$ cat src/rtl/rv_elastic_buffer.sv
// rtl/rv_elastic_buffer.sv - parametrised ready/valid elastic buffer with occupancy count, flush and optional bypass
//
// Purpose:
//   DEPTH-entry circular FIFO between an ingress and an egress ready/valid
//   pair. i_ready depends only on registered occupancy and flush. Without
//   bypass, e_valid/e_data depend only on registered state and flush.
//
// Optional feature macro: RV_ELASTIC_BUFFER_BYPASS_EN
//   When defined, an empty buffer presents the ingress word on the egress
//   side in the same cycle (0-cycle latency). If it is consumed directly it
//   is never written.
//
// Parameters:
//   DATA_W  payload width in bits (>=1)
//   DEPTH   entry count, power of two, >=2
//
// Ports:
//   clk      clock, all state on rising edge
//   rst      asynchronous active-high reset
//   flush    synchronous discard of all stored entries (wins over push/pop)
//   i_valid  ingress valid
//   i_ready  ingress ready
//   i_data   ingress payload
//   e_valid  egress valid
//   e_ready  egress ready
//   e_data   egress payload
//   count    registered occupancy, 0..DEPTH
module rv_elastic_buffer #(
  parameter int DATA_W = 8,
  parameter int DEPTH  = 2
) (
  input  logic                       clk,
  input  logic                       rst,
  input  logic                       flush,
  input  logic                       i_valid,
  output logic                       i_ready,
  input  logic [DATA_W-1:0]          i_data,
  output logic                       e_valid,
  input  logic                       e_ready,
  output logic [DATA_W-1:0]          e_data,
  output logic [$clog2(DEPTH+1)-1:0] count
);

  localparam int PW = $clog2(DEPTH);
  localparam int CW = $clog2(DEPTH+1);

  logic [DATA_W-1:0] mem [DEPTH];
  logic [PW-1:0]     wr_ptr;
  logic [PW-1:0]     rd_ptr;
  logic [CW-1:0]     cnt;

  logic full;
  logic empty;
  logic push;
  logic pop;
  logic wr_en;
  logic rd_en;

  assign full  = (cnt == CW'(DEPTH));
  assign empty = (cnt == '0);

  // Registered-state only: a full buffer never accepts in the cycle it pops.
  assign i_ready = !full && !flush;
  assign push    = i_valid && i_ready;
  assign pop     = e_valid && e_ready;

`ifdef RV_ELASTIC_BUFFER_BYPASS_EN
  logic bypass;

  assign bypass  = empty && !flush && i_valid;
  assign e_valid = bypass || (!empty && !flush);
  assign e_data  = empty ? i_data : mem[rd_ptr];
  // A bypassed word taken in the same cycle never touches storage.
  assign wr_en   = push && !(bypass && e_ready);
  assign rd_en   = pop && !bypass;
`else
  assign e_valid = !empty && !flush;
  assign e_data  = mem[rd_ptr];
  assign wr_en   = push;
  assign rd_en   = pop;
`endif

  assign count = cnt;

  // Payload storage is intentionally not reset or flushed; pointers gate it.
  always_ff @(posedge clk) begin
    if (wr_en) begin
      mem[wr_ptr] <= i_data;
    end
  end

  always_ff @(posedge clk or posedge rst) begin
    if (rst) begin
      wr_ptr <= '0;
      rd_ptr <= '0;
      cnt    <= '0;
    end else if (flush) begin
      wr_ptr <= '0;
      rd_ptr <= '0;
      cnt    <= '0;
    end else begin
      if (wr_en) begin
        wr_ptr <= wr_ptr + PW'(1);
      end
      if (rd_en) begin
        rd_ptr <= rd_ptr + PW'(1);
      end
      unique case ({wr_en, rd_en})
        2'b10:   cnt <= cnt + CW'(1);
        2'b01:   cnt <= cnt - CW'(1);
        default: cnt <= cnt;
      endcase
    end
  end

endmodule

$ cat config.mk
export PLATFORM = sky130hd
export DESIGN_NAME = rv_elastic_buffer
export DESIGN_NICKNAME = d
export VERILOG_FILES = /design/src/rtl/rv_elastic_buffer.sv
export SDC_FILE = /design/constraint.sdc
export NUM_CORES = 1
export LEC_CHECK = 0
export CORE_MARGIN = 2
export CORE_UTILIZATION = 30
export DETAILED_ROUTE_END_ITERATION = 8
export SETUP_SLACK_MARGIN = 0.02
export SKIP_CTS_REPAIR_TIMING = 1
export SYNTH_ARGS = -nofsm -noshare
export SYNTH_HDL_FRONTEND = slang
export SYNTH_SLANG_ARGS = --single-unit
$ cat constraint.sdc
create_clock -name clk -period 2.3 [get_ports clk]
set_clock_uncertainty 0.15 [all_clocks]
set_input_delay 0.46 -clock clk [delete_from_list [all_inputs] [get_ports clk]]
set_output_delay 0.46 -clock clk [all_outputs]
set_load 0.1 [all_outputs]
==> results_dict.tcl <==
set metrics [dict create \
    outcome "complete, no violations" \
    die_y_um 56.2 \
    cts.sinks 20 \
    grt_pass1_vias 474 \
    wl_met1_um 573 \
    antenna_found_initial 0 \
    start_util_pct 32.4 \
    fin_crit_sh_pct 90.3 \
    grt_max_degree 12 \
    final_cell_mix "edfxtp_1, clkdlybuf4s50_1, buf_12, mux2_2" \
    numCtsBuffers 3 \
    cp_max_fo 4 \
    cap_violations 0 \
    antenna_cells 0 \
    vias 506 \
    coreArea_sq_um 2520 \
    tightest_slew_ns 0.395 \
    layout.nets 95 \
    slew_viol_final 0 \
    arrival_ns 1.47 \
    avgSynthCellArea_sq_um 15.7 \
    first_iter_violations 9 \
    clk_pin_slew_worst_paths_ns 0.10 \
    routed_wire_length_per_instance_um 12.1 \
    insertion_delay_ns 0.28 \
    vias_per_cell 4.56 \
    pin_count 25 \
    path_class "in2out" \
    wl_met3_um 118 \
    yosysWarnings 0 \
    layout_commonest_cell "edfxtp_1" \
    hp-class "in2async" \
    die_area_sq_um 3160 \
    finalSetupViolations 0 \
    instances_no_fill 111 \
    critPathCaptureType "primary output" \
    gr-usage-all-layers_pct 8.88 \
    ys_seq_area_share_pct 70.9 \
    wl_met2_um 654 \
    cts_root_buffer "clkbuf_4" \
    drc_errors 0 \
    synthCells 52 \
    portBuffers 24 \
    dr.pass1.iters 2 \
    grt.overflow.total 0 \
    synth_cell_type_count 19 \
    rows 18 \
    grt_first_pass_wirelength_um 2180 \
    fmax_ghz 0.482 \
    max-slew-margin-rel_pct 73.7 \
    ys_ff_latch 20 \
    cts_tree "built" \
    vdd_drop_max_mv 0.327 \
    p_leak_nw 0.464 \
    clockBufferDepth 2 \
    start_kind "input port" \
    period_needed_ns 2.08 \
    ant_nets 0 \
    layout-drive-gt1-share_pct 40.7 \
    chipWidth_um 56.2 \
    synthesis.area_sq_um 818 \
    place_inst 107 \
    highest_layer "met3" \
    htreeDepth 1 \
    p_per_area_nw_per_um2 669 \
    power.total_uw 837 \
    dp_hpwl_um 996 \
    totalWireLength_um 1350 \
    crit_required_ns 1.69 \
    finalHoldViolCount 0 \
    synth_fp_nets 65 \
    rsz0062_at_grt "no" \
    fin_tns_setup_ns 0 \
    gp_congestion 0.675 \
    syn_to_final_growth_pct 52.9 \
]
-- per-layer routing --
| metal | global-route usage [%] | vias up |
|---|---|---|
| met5 | 0 | - |
| met4 | 3.06 | 0 |
| met3 | 3.26 | 0 |
| met2 | 13.3 | 18 |
| met1 | 11.9 | 236 |
| li1 | - | 252 |
-- power breakdown --
group          internal (mW)  switching (mW)
Sequential             0.407          0.0131
Combinational          0.100           0.161
Clock                 0.0672          0.0885
Total                  0.575           0.262
-- worst max-delay path, stage by stage --
cell	delay (ns)
clkdlybuf4s50_1	0.50
buf_4	0.20
nor2_4	0.12
buf_12	0.18
-- cell type report --
type	count	area [sq um]
Fill cell	221	1270
Sequential cell	20	583
Timing Repair Buffer	26	350
Multi-Input combinational cell	29	246
Tap cell	30	37.5
Clock buffer	4	26.3
Inverter	2	7.51
-- through the flow --
step | area (sq um) | util, % | setup slack [ns] | hold WS, ns
floorplan | 836 | - | 0.0432 | 0.0759
global placement | 1220 | 48.6 | 0.231 | 0.419
detailed placement | 1220 | 48.6 | 0.219 | 0.426
CTS | 1250 | 49.6 | 0.205 | 0.197
global route | 1250 | 49.6 | 0.158 | 0.208
finish | 1250 | 49.6 | 0.223 | 0.209
-- synth_stat cells --
master | n | area share [%]
o211ai_1 | 1 | 0.92
o21bai_1 | 1 | 0.92
mux2i_1 | 1 | 1.2
xor2_1 | 1 | 1.1
and3_1 | 1 | 0.77
buf_2 | 1 | 0.61
o21ai_0 | 2 | 1.2
a21oi_1 | 4 | 2.4
nor2b_4 | 1 | 1.7
or3_1 | 1 | 0.77
and3b_2 | 1 | 1.2
nor2_1 | 4 | 1.8
or2_2 | 1 | 0.77
nor3b_1 | 1 | 0.92
edfxtp_1 | 16 | 59
dfrtp_1 | 4 | 12
nor4_1 | 1 | 0.77
inv_1 | 2 | 0.92
mux2_2 | 8 | 11
-- sequential cells by signal, indices dropped and copies added (netlist names) --
name	count
rd_ptr	1
count	2
wr_ptr	1
mem	16
-- kinds of logic (layout without fill, tap and decap cells) --
| logic type | after synthesis | after routing | synth area share [%] |
|---|---|---|---|
| AO/OA/AOI/OAI | 8 | 8 | 5.51 |
| multiplexers | 9 | 9 | 12.2 |
| AND/OR/NAND/NOR | 11 | 11 | 8.72 |
| flip-flops | 20 | 20 | 70.9 |
| buffers and inverters | 3 | 32 | 1.53 |
| XOR/XNOR | 1 | 1 | 1.07 |
-- final timing paths --
kind	startpoint	endpoint	slack [ns]	cells after the start
worst max-delay path	flush	e_valid	0.22	4
worst min-delay path	rst	count[1]	0.21	2
worst max register to register	count[1]	mem[1][5]	0.64	3
worst min register to register	wr_ptr	wr_ptr	0.44	2
max in group asynchronous	rst	count[0]	1.61	2
min in group clk	wr_ptr	wr_ptr	0.44	2
Power figures use the tool's default switching activity.
